[config.mk]
export PLATFORM = sky130hd
export DESIGN_NAME = exu2idu_ctrl_flat
export DESIGN_NICKNAME = d
export VERILOG_FILES = /design/src/rtl/exu2idu_ctrl_pkg.sv /design/src/rtl/exu2idu_ctrl_if.sv /design/src/rtl/exu2idu_ctrl_bran_cmp.sv /design/src/rtl/exu2idu_ctrl.sv /design/src/flat_wrapper.sv
export SDC_FILE = /design/constraint.sdc
export NUM_CORES = 1
export LEC_CHECK = 0
export CORE_MARGIN = 5
export CORE_UTILIZATION = 40
export DETAILED_ROUTE_END_ITERATION = 6
export PLACE_DENSITY = 0.67
export RECOVER_POWER = 100
export SLEW_MARGIN = 30
export SYNTH_ARGS = -nofsm -noshare
export SYNTH_HDL_FRONTEND = slang
export SYNTH_SLANG_ARGS = --single-unit
[constraint.sdc]
create_clock -name clk -period 6.02 [get_ports clk]
set_input_delay 0.903 -clock clk [delete_from_list [all_inputs] [get_ports clk]]
set_output_delay 0.903 -clock clk [all_outputs]
set_load 0.005 [all_outputs]
[src/rtl/exu2idu_ctrl_pkg.sv]
// Shared encodings for the EXU-to-IDU pipeline control slice: branch/jump
// type codes and the load-use stall FSM states.
package exu2idu_ctrl_pkg;

    localparam int BRAN_WIDTH = 3;
    localparam int JUMP_WIDTH = 2;
    localparam int STALL_CNT_WIDTH = 3;

    localparam logic [BRAN_WIDTH-1:0] BRAN_NONE = 3'd0;
    localparam logic [BRAN_WIDTH-1:0] BEQ       = 3'd1;
    localparam logic [BRAN_WIDTH-1:0] BNE       = 3'd2;
    localparam logic [BRAN_WIDTH-1:0] BLT       = 3'd3;
    localparam logic [BRAN_WIDTH-1:0] BGE       = 3'd4;
    localparam logic [BRAN_WIDTH-1:0] BLTU      = 3'd5;
    localparam logic [BRAN_WIDTH-1:0] BGEU      = 3'd6;

    localparam logic [JUMP_WIDTH-1:0] JUMP_NONE = 2'd0;
    localparam logic [JUMP_WIDTH-1:0] JAL       = 2'd1;
    localparam logic [JUMP_WIDTH-1:0] JALR      = 2'd2;

    typedef enum logic [0:0] {
        ST_RUN   = 1'b0,
        ST_STALL = 1'b1
    } state_e;

endpackage

[src/rtl/exu2idu_ctrl_if.sv]
// EX-stage fields, IDU hazard fields and the resulting pipeline control
// feedback, bundled between the pipeline and the control block.
interface exu2idu_ctrl_if #(
    parameter int CPU_WIDTH      = 32,
    parameter int REG_ADDR_WIDTH = 5,
    parameter int CNT_WIDTH      = 32
);
    import exu2idu_ctrl_pkg::*;

    logic                      ex_valid;
    logic [CPU_WIDTH-1:0]      ex_pc;
    logic [CPU_WIDTH-1:0]      ex_imm;
    logic [BRAN_WIDTH-1:0]     ex_branch;
    logic [JUMP_WIDTH-1:0]     ex_jump;
    logic [CPU_WIDTH-1:0]      ex_rs1_val;
    logic [CPU_WIDTH-1:0]      ex_rs2_val;
    logic                      ex_mem_ren;
    logic [REG_ADDR_WIDTH-1:0] ex_reg_waddr;
    logic                      id_valid;
    logic [REG_ADDR_WIDTH-1:0] id_reg1_raddr;
    logic [REG_ADDR_WIDTH-1:0] id_reg2_raddr;
    logic                      id_uses_rs1;
    logic                      id_uses_rs2;
    logic                      exu2idu_branch_en;
    logic                      exu2idu_jump_en;
    logic [CPU_WIDTH-1:0]      redirect_pc;
    logic                      idu2exu_en;
    logic                      pipe_stall;
    logic [CNT_WIDTH-1:0]      stall_cycles;
    logic [CNT_WIDTH-1:0]      flush_count;

    modport master (
        output ex_valid, ex_pc, ex_imm, ex_branch, ex_jump, ex_rs1_val, ex_rs2_val,
               ex_mem_ren, ex_reg_waddr, id_valid, id_reg1_raddr, id_reg2_raddr,
               id_uses_rs1, id_uses_rs2,
        input  exu2idu_branch_en, exu2idu_jump_en, redirect_pc, idu2exu_en,
               pipe_stall, stall_cycles, flush_count
    );

    modport slave (
        input  ex_valid, ex_pc, ex_imm, ex_branch, ex_jump, ex_rs1_val, ex_rs2_val,
               ex_mem_ren, ex_reg_waddr, id_valid, id_reg1_raddr, id_reg2_raddr,
               id_uses_rs1, id_uses_rs2,
        output exu2idu_branch_en, exu2idu_jump_en, redirect_pc, idu2exu_en,
               pipe_stall, stall_cycles, flush_count
    );

endinterface

[src/rtl/exu2idu_ctrl_bran_cmp.sv]
// Branch condition evaluator: decides whether the EX-stage branch is taken
// from its type code and the forwarded operands.
module exu2idu_ctrl_bran_cmp
    import exu2idu_ctrl_pkg::*;
#(
    parameter int CPU_WIDTH = 32
) (
    input  logic [BRAN_WIDTH-1:0] branch,
    input  logic [CPU_WIDTH-1:0]  rs1,
    input  logic [CPU_WIDTH-1:0]  rs2,
    output logic                  taken
);

    // condition select; unused codes never take
    always_comb begin
        taken = 1'b0;
        case (branch)
            BRAN_NONE: taken = 1'b0;
            BEQ:       taken = (rs1 == rs2);
            BNE:       taken = (rs1 != rs2);
            BLT:       taken = ($signed(rs1) <  $signed(rs2));
            BGE:       taken = ($signed(rs1) >= $signed(rs2));
            BLTU:      taken = (rs1 <  rs2);
            BGEU:      taken = (rs1 >= rs2);
            default:   taken = 1'b0;
        endcase
    end

endmodule

[src/rtl/exu2idu_ctrl.sv]
// EX-side pipeline control: zero-latency branch/jump redirect, load-use
// stall FSM and saturating stall/flush counters.
module exu2idu_ctrl
    import exu2idu_ctrl_pkg::*;
#(
    parameter int CPU_WIDTH      = 32,
    parameter int REG_ADDR_WIDTH = 5,
    parameter int LOAD_LAT       = 1,
    parameter int CNT_WIDTH      = 32
) (
    input logic          clk,
    input logic          rst_n,
    exu2idu_ctrl_if.slave bus
);

    localparam logic [STALL_CNT_WIDTH-1:0] LAT_M1     = STALL_CNT_WIDTH'(LOAD_LAT - 1);
    localparam logic [CPU_WIDTH-1:0]       ALIGN_MASK = {{(CPU_WIDTH-1){1'b1}}, 1'b0};
    localparam logic [CNT_WIDTH-1:0]       CNT_ONE    = {{(CNT_WIDTH-1){1'b0}}, 1'b1};

    logic                       taken_s;
    logic                       jump_en_s;
    logic                       branch_en_s;
    logic                       redirect_s;
    logic                       hazard_s;
    logic                       stall_s;
    logic [CPU_WIDTH-1:0]       redirect_pc_s;
    state_e                     state_r;
    state_e                     state_nxt_s;
    logic [STALL_CNT_WIDTH-1:0] cnt_r;
    logic [STALL_CNT_WIDTH-1:0] cnt_nxt_s;
    logic [CNT_WIDTH-1:0]       stall_cycles_r;
    logic [CNT_WIDTH-1:0]       flush_count_r;

    exu2idu_ctrl_bran_cmp #(.CPU_WIDTH(CPU_WIDTH)) u_bran_cmp (
        .branch (bus.ex_branch),
        .rs1    (bus.ex_rs1_val),
        .rs2    (bus.ex_rs2_val),
        .taken  (taken_s)
    );

    // redirect decision and target; jump has priority over a branch field
    always_comb begin
        jump_en_s   = bus.ex_valid & (bus.ex_jump != JUMP_NONE);
        branch_en_s = bus.ex_valid & (bus.ex_jump == JUMP_NONE) & taken_s;
        redirect_s  = jump_en_s | branch_en_s;
        if (jump_en_s && (bus.ex_jump == JALR)) begin
            redirect_pc_s = (bus.ex_rs1_val + bus.ex_imm) & ALIGN_MASK;
        end else if (redirect_s) begin
            redirect_pc_s = bus.ex_pc + bus.ex_imm;
        end else begin
            redirect_pc_s = '0;
        end
    end

    // load-use hazard against the instruction sitting in IDU
    always_comb begin
        hazard_s = bus.ex_valid & bus.ex_mem_ren & (bus.ex_reg_waddr != '0) & bus.id_valid &
                   ((bus.id_uses_rs1 & (bus.id_reg1_raddr == bus.ex_reg_waddr)) |
                    (bus.id_uses_rs2 & (bus.id_reg2_raddr == bus.ex_reg_waddr)));
    end

    // stall FSM next state; a redirect flushes the dependent instruction anyway
    always_comb begin
        state_nxt_s = state_r;
        cnt_nxt_s   = cnt_r;
        stall_s     = 1'b0;
        if (redirect_s) begin
            state_nxt_s = ST_RUN;
            cnt_nxt_s   = '0;
        end else begin
            case (state_r)
                ST_RUN: begin
                    if (hazard_s) begin
                        stall_s = 1'b1;
                        if (LOAD_LAT > 1) begin
                            state_nxt_s = ST_STALL;
                            cnt_nxt_s   = LAT_M1;
                        end else begin
                            state_nxt_s = ST_RUN;
                        end
                    end else begin
                        state_nxt_s = ST_RUN;
                    end
                end
                ST_STALL: begin
                    stall_s = 1'b1;
                    if (cnt_r == 3'd1) begin
                        state_nxt_s = ST_RUN;
                        cnt_nxt_s   = '0;
                    end else begin
                        cnt_nxt_s = cnt_r - 3'd1;
                    end
                end
                default: begin
                    state_nxt_s = ST_RUN;
                    cnt_nxt_s   = '0;
                end
            endcase
        end
    end

    // stall FSM state and remaining-cycle counter
    always_ff @(posedge clk or negedge rst_n) begin
        if (!rst_n) begin
            state_r <= ST_RUN;
            cnt_r   <= '0;
        end else begin
            state_r <= state_nxt_s;
            cnt_r   <= cnt_nxt_s;
        end
    end

    // saturating performance counters
    always_ff @(posedge clk or negedge rst_n) begin
        if (!rst_n) begin
            stall_cycles_r <= '0;
            flush_count_r  <= '0;
        end else begin
            if (stall_s && (stall_cycles_r != '1)) begin
                stall_cycles_r <= stall_cycles_r + CNT_ONE;
            end
            if (redirect_s && (flush_count_r != '1)) begin
                flush_count_r <= flush_count_r + CNT_ONE;
            end
        end
    end

    assign bus.exu2idu_branch_en = branch_en_s;
    assign bus.exu2idu_jump_en   = jump_en_s;
    assign bus.redirect_pc       = redirect_pc_s;
    assign bus.pipe_stall        = stall_s;
    assign bus.idu2exu_en        = bus.id_valid & ~stall_s;
    assign bus.stall_cycles      = stall_cycles_r;
    assign bus.flush_count       = flush_count_r;

endmodule

[src/flat_wrapper.sv]
// flat-port wrapper written by rule: the top's interface ports become plain ports
module exu2idu_ctrl_flat import exu2idu_ctrl_pkg::*;
#(
    parameter int CPU_WIDTH      = 32,
    parameter int REG_ADDR_WIDTH = 5,
    parameter int LOAD_LAT       = 1,
    parameter int CNT_WIDTH      = 32
)
  (clk, rst_n, bus_ex_valid, bus_ex_pc, bus_ex_imm, bus_ex_branch, bus_ex_jump, bus_ex_rs1_val, bus_ex_rs2_val, bus_ex_mem_ren, bus_ex_reg_waddr, bus_id_valid, bus_id_reg1_raddr, bus_id_reg2_raddr, bus_id_uses_rs1, bus_id_uses_rs2, bus_exu2idu_branch_en, bus_exu2idu_jump_en, bus_redirect_pc, bus_idu2exu_en, bus_pipe_stall, bus_stall_cycles, bus_flush_count);
  exu2idu_ctrl_if #(.CPU_WIDTH(CPU_WIDTH), .REG_ADDR_WIDTH(REG_ADDR_WIDTH), .CNT_WIDTH(CNT_WIDTH)) bus_i ();
  input logic clk;
  input logic rst_n;
  input wire logic [$bits(bus_i.ex_valid)-1:0] bus_ex_valid;
  input wire logic [$bits(bus_i.ex_pc)-1:0] bus_ex_pc;
  input wire logic [$bits(bus_i.ex_imm)-1:0] bus_ex_imm;
  input wire logic [$bits(bus_i.ex_branch)-1:0] bus_ex_branch;
  input wire logic [$bits(bus_i.ex_jump)-1:0] bus_ex_jump;
  input wire logic [$bits(bus_i.ex_rs1_val)-1:0] bus_ex_rs1_val;
  input wire logic [$bits(bus_i.ex_rs2_val)-1:0] bus_ex_rs2_val;
  input wire logic [$bits(bus_i.ex_mem_ren)-1:0] bus_ex_mem_ren;
  input wire logic [$bits(bus_i.ex_reg_waddr)-1:0] bus_ex_reg_waddr;
  input wire logic [$bits(bus_i.id_valid)-1:0] bus_id_valid;
  input wire logic [$bits(bus_i.id_reg1_raddr)-1:0] bus_id_reg1_raddr;
  input wire logic [$bits(bus_i.id_reg2_raddr)-1:0] bus_id_reg2_raddr;
  input wire logic [$bits(bus_i.id_uses_rs1)-1:0] bus_id_uses_rs1;
  input wire logic [$bits(bus_i.id_uses_rs2)-1:0] bus_id_uses_rs2;
  output wire logic [$bits(bus_i.exu2idu_branch_en)-1:0] bus_exu2idu_branch_en;
  output wire logic [$bits(bus_i.exu2idu_jump_en)-1:0] bus_exu2idu_jump_en;
  output wire logic [$bits(bus_i.redirect_pc)-1:0] bus_redirect_pc;
  output wire logic [$bits(bus_i.idu2exu_en)-1:0] bus_idu2exu_en;
  output wire logic [$bits(bus_i.pipe_stall)-1:0] bus_pipe_stall;
  output wire logic [$bits(bus_i.stall_cycles)-1:0] bus_stall_cycles;
  output wire logic [$bits(bus_i.flush_count)-1:0] bus_flush_count;
  assign bus_i.ex_valid = bus_ex_valid;
  assign bus_i.ex_pc = bus_ex_pc;
  assign bus_i.ex_imm = bus_ex_imm;
  assign bus_i.ex_branch = bus_ex_branch;
  assign bus_i.ex_jump = bus_ex_jump;
  assign bus_i.ex_rs1_val = bus_ex_rs1_val;
  assign bus_i.ex_rs2_val = bus_ex_rs2_val;
  assign bus_i.ex_mem_ren = bus_ex_mem_ren;
  assign bus_i.ex_reg_waddr = bus_ex_reg_waddr;
  assign bus_i.id_valid = bus_id_valid;
  assign bus_i.id_reg1_raddr = bus_id_reg1_raddr;
  assign bus_i.id_reg2_raddr = bus_id_reg2_raddr;
  assign bus_i.id_uses_rs1 = bus_id_uses_rs1;
  assign bus_i.id_uses_rs2 = bus_id_uses_rs2;
  assign bus_exu2idu_branch_en = bus_i.exu2idu_branch_en;
  assign bus_exu2idu_jump_en = bus_i.exu2idu_jump_en;
  assign bus_redirect_pc = bus_i.redirect_pc;
  assign bus_idu2exu_en = bus_i.idu2exu_en;
  assign bus_pipe_stall = bus_i.pipe_stall;
  assign bus_stall_cycles = bus_i.stall_cycles;
  assign bus_flush_count = bus_i.flush_count;
  exu2idu_ctrl #(.CPU_WIDTH(CPU_WIDTH), .REG_ADDR_WIDTH(REG_ADDR_WIDTH), .LOAD_LAT(LOAD_LAT), .CNT_WIDTH(CNT_WIDTH)) u_core (.clk(clk), .rst_n(rst_n), .bus(bus_i));
endmodule
**After elaboration in Yosys (flattened, before gate mapping)**

Cells that the tools add are included.

- Bits in registers: 68
- Word-level logic and storage cells: 60

- Magnitude comparators: 4
- Equality and inequality tests: 14
- Bitwise operators: 14
- Multiplexer cells: 12
- Add/sub/neg operators: 5
- Reduce and logical (&&, ||, !) cells: 7

Operator list:

| kind | count |
|---|---|
| $add 32x1->32 const B | 2 |
| $add 32x32->32 | 2 |
| $ge 32x32->1 | 2 |
| $lt 32x32->1 | 2 |
| $mux 32 | 2 |
| $ne 32x32->1 const B | 2 |
| $eq 32x32->1 | 1 |
| $ne 32x32->1 | 1 |
| $and 1x1->1 | 10 |
| $eq 5x5->1 | 2 |
| $eq 3x3->1 const B | 3 |
| $mux 3 | 3 |
| $eq 3x1->1 const B | 2 |
| $eq 3x2->1 const B | 2 |
| $pmux 1 s6 | 1 |
| $reduce_bool 5->1 | 1 |
| $mux 1 | 4 |
| $pmux 1 s2 | 2 |
| $reduce_bool 2->1 | 2 |
| $logic_and 1x1->1 | 3 |
| $sub 3x1->3 const B | 1 |
| $eq 2x2->1 const B | 1 |
| $logic_not 2->1 | 1 |
| $not 1->1 | 2 |
| $or 1x1->1 | 2 |

**Depth between registers and ports, before layout**

- Depth in word-level cells: 9
- Gate-level depth with buffers: 13

**Hierarchy**

A second synthesis with hierarchy kept.

- Cell total of the unflattened synthesis: 916
- Area, all modules: 7608.5 µm²

Modules (own cells, without submodules):

| module | times used | sequential area each (µm²) | area each (µm²) | cells an instance |
|---|---|---|---|---|
| exu2idu_ctrl | 1 | 1701.6 | 6690.2 | 790 |
| exu2idu_ctrl_bran_cmp | 1 | 0.0 | 918.4 | 126 |

**Worst setup path after synthesis**

No wires, ideal clock.

- Path type: input to output
- From: input port bus_ex_imm[0]
- To: output port bus_redirect_pc[30]
- Required time: 5.117 ns
- Path slack: 1.690 ns
- Stages: 11
- Path buffers: 0
- Arrival time: 3.427 ns
- Cells stage by stage: ha_1 > fa_1 > a211oi_1 > o21ai_0 > a211oi_1 > o21ai_0 > a221oi_1 > o21ai_0 > a221oi_1 > xor2_1 > o22ai_1

- Longest elaborated chain between the ends: 3
- Elaborated cells between the ends (all ways): 4
- Classes of those cells: add/sub (2); mux (2)

RTL lines:

| what | RTL line | source |
|---|---|---|
| from (decl) | flat_wrapper.sv:15 | `input wire logic [$bits(bus_i.ex_imm)-1:0] bus_ex_imm;` |
| $add 32x32->32 | exu2idu_ctrl.sv:49 | `redirect_pc_s = bus.ex_pc + bus.ex_imm;` |
| $mux 32 | exu2idu_ctrl.sv:48 | `end else if (redirect_s) begin` |
| $mux 32 * | exu2idu_ctrl.sv:46 | `if (jump_en_s && (bus.ex_jump == JALR)) begin` |
| to (decl) | flat_wrapper.sv:29 | `output wire logic [$bits(bus_i.redirect_pc)-1:0] bus_redirect_pc;` |

Mark *: on every way between the ends. The rest lies on a longest branch, timed or not.

**Worst setup path in the final report**

- From: input port bus_ex_imm[0]
- To: output port bus_redirect_pc[24]

The elaborated chain is that of the path after synthesis.

==> impl_metrics.ini <==
[routing]
drc = 0
drtIter0Drc = 428
first_pass_iters = 4
routedWlPerCell_um = 17.6
detail-route-antenna-nets = 0
routed_wl_um = 25600
via_per_inst = 5.50
vias = 8023

[floorplan]
core_um2 = 19300
die_h_um = 150
start_util_pct = 40.4
ios = 255
die_area_um2 = 22400
die_w_um = 150
placementRows = 51

[timing]
finalCriticalPeriod_ns = 5.79
finalSetupViolations = 0
holdWs_ns = 0.480
worst_pin_slew_ns = 3.58
fin_skew_ns = 0.0119
fmax_mhz = 173
setup_tns_ns = 0
post-route-period-util_pct = 96.3
max-slew-margin-rel_pct = -139
drv_slew = 69
hold_viol = 0
rsz0062_at_grt = no

[min_path]
worstHoldEndpoint = u_core.bus.stall_cycles[20]
min_path_type = flop to flop
hold_depth = 1
worstHoldStart = u_core.bus.stall_cycles[20]

[clock_network]
cts.repair.resized = 0
clk_latency_ns = 0.34
clockRootBuffer = clkbuf_16
clk_pin_slew_worst_paths_ns = 0.06
postCtsHoldBufs = 0
cts_sinks = 68
cts_tree = done
cts.htree.levels = 3
clockBufferDepth = 2
cts_buffers = 9
post_cts_buffers = 0

[finish]
nets = 1442
drive_gt1_share_pct = 4.02
antennaDiodeCount = 0
area.growth.synth_to_final_pct = 39.9

[worst_setup_path]
crit_type = primary input to output port
worst-r2r-setup-slack_ns = 2.85
start_kind = primary input
critPathCaptureType = output port
worstPathRequired_ns = 5.12
cp.arrival_ns = 4.89
ff2ff_path_depth = 9
cp_max_fo = 3
rr_startpoint = u_core.bus.stall_cycles[3]
r2r_end = u_core.bus.stall_cycles[27]

[placed_design]
dp_hpwl_um = 20900
place.gp.congestion = 0.882
port_buffers = 254

[global_routing]
gr-total-overflow = 0
grt_pass1_vias = 7810
grt_usage_pct = 22.1
antenna_found_initial = 0
grt_pass1_wl_um = 40200
grt_max_degree = 69

[power_and_ir_drop]
power-per-cell-area_nw_per_um2 = 173
p_leak_uw = 0.00497
p_total_uw = 1890
peakVddDrop_mv = 0.157

[logic_synthesis]
ys_async_sr_fraction_pct = 100
syn_area_um2 = 7820
synthDistinctLibCells = 77
ys_warn_count = 0
avgSynthCellArea_um2 = 8.35
synth_edf_count = 0
syn_inst = 936
syn-num-nets = 1190
ys_seq_area_share_pct = 21.8
yosys_register_bits = 68
synth_ff_type = dfrtp_1

[outcome]
failed_checks = capacitance limit, slew limit
status = finished, violations left

[job]
cap_violations = 1
-- kinds of logic (layout without fill, tap and decap cells) --
kind of cell               count (synthesis)  after routing  share of synthesized area [%]
AOI/OAI and AO/OA                        246            246                           21.4
and+or+nand+nor                          321            321                           22.3
muxes                                      8              8                           1.14
buffers and inverters                     74            331                           3.83
xor gates and xnor gates                 120            120                           13.5
adders and majority gates                 99             99                           16.0
DFF                                       68             68                           21.8
-- cells in the mapped netlist (all sizes together), types with 6 or more instances --
| library cell | instances | area, µm² |
|---|---|---|
| nor4 | 16 | 134 |
| and2 | 6 | 37.5 |
| nor3 | 26 | 135 |
| ha | 97 | 1210 |
| nor2b | 7 | 43.8 |
| a21o | 29 | 218 |
| inv | 49 | 184 |
| and3 | 32 | 200 |
| nand2 | 66 | 248 |
| o31ai | 7 | 57.6 |
| nand4 | 32 | 200 |
| nand3 | 55 | 275 |
| buf | 10 | 58.8 |
| clkbuf | 15 | 56.3 |
| xor2 | 56 | 490 |
| a211o | 7 | 61.3 |
| dfrtp | 68 | 1700 |
| nand2b | 10 | 62.6 |
| xnor2 | 64 | 568 |
| a211oi | 10 | 75.1 |
| and4 | 7 | 61.3 |
| o211ai | 8 | 65.1 |
| a31oi | 7 | 50.1 |
| mux2 | 7 | 78.8 |
| a21oi | 67 | 335 |
| nor2 | 40 | 150 |
| o22ai | 19 | 119 |
| o21ai | 34 | 170 |
| o21a | 11 | 82.6 |
-- worst max-delay path by stage --
| stage | from | endpoint | slack, ns | cells after the start |
|---|---|---|---|---|
| final | bus_ex_imm[0] | bus_redirect_pc[24] | 0.23 | 14 |
| after global routing | bus_ex_imm[0] | bus_redirect_pc[30] | 0.02 | 13 |
| after global placement | bus_ex_imm[0] | bus_redirect_pc[30] | 0.26 | 13 |
| after detailed placement | bus_ex_imm[0] | bus_redirect_pc[30] | 0.16 | 13 |
| after CTS | bus_ex_imm[0] | bus_redirect_pc[30] | 0.14 | 13 |
| after floorplan | bus_ex_imm[0] | bus_redirect_pc[30] | 1.69 | 11 |
-- through the flow --
step	worst slack, ns	cells	instance area [µm²]	util (%)
after CTS	0.143	1458	11000	56.8
after floorplan	1.69	936	7820	-
after global routing	0.0199	1458	10900	56.6
after global placement	0.257	1442	10700	55.2
after detailed placement	0.162	1442	10700	55.3
final	0.225	1458	10900	56.6
-- final cells by class --
class                      count  area, µm²
clock buffer                  10        229
clock inverter                 6       65.1
fill                        1827       8400
inverter                      49        184
multi-input combinational    794       5810
sequential                    68       1700
tap                          265        332
timing repair buffer         266       2620
-- report_power, final --
part | internal, µW | switching (µW)
sequential | 498 | 49.7
combinational | 424 | 404
clock | 320 | 198
-- sequential cells by signal (all words and copies together) (netlist names) --
register	flops
u_core.bus.flush_count	32
u_core.state_r	1
u_core.bus.stall_cycles	32
u_core.cnt_r	3
-- critical path: stages --
cell	delay, ns
clkdlybuf4s50_1	0.45
ha_1	0.27
fa_1	0.43
a211oi_1	0.31
o21ai_0	0.19
a211oi_2	0.30
o21ai_0	0.22
buf_4	0.20
a31o_2	0.27
a221o_1	0.29
a21oi_1	0.18
xor2_1	0.17
o22ai_1	0.10
dlygate4sd3_1	0.60
-- placed cells by master (no fill, tap or decap), drive strengths merged, types with 11 or more instances in the layout --
cell type / n
o21ai: 34
clkdlybuf4s50: 160
nand3: 55
nor3: 26
dlygate4sd3: 93
o22ai: 19
nand4: 32
a21o: 29
nor2: 40
and3: 32
nand2: 66
a21oi: 67
o21a: 11
clkbuf: 13
xor2: 56
xnor2: 64
ha: 97
inv: 49
nor4: 16
dfrtp: 68
-- layer usage --
layer | up-vias | part of all wire, % | global-route usage [%]
li1 | 4016 | - | -
met1 | 3729 | 46 | 30.6
met2 | 249 | 45 | 35.9
met3 | 29 | 7.0 | 4.33
met4 | 0 | 1.7 | 4.62
met5 | - | 0 | 0
(Power assumes the default switching activity.)
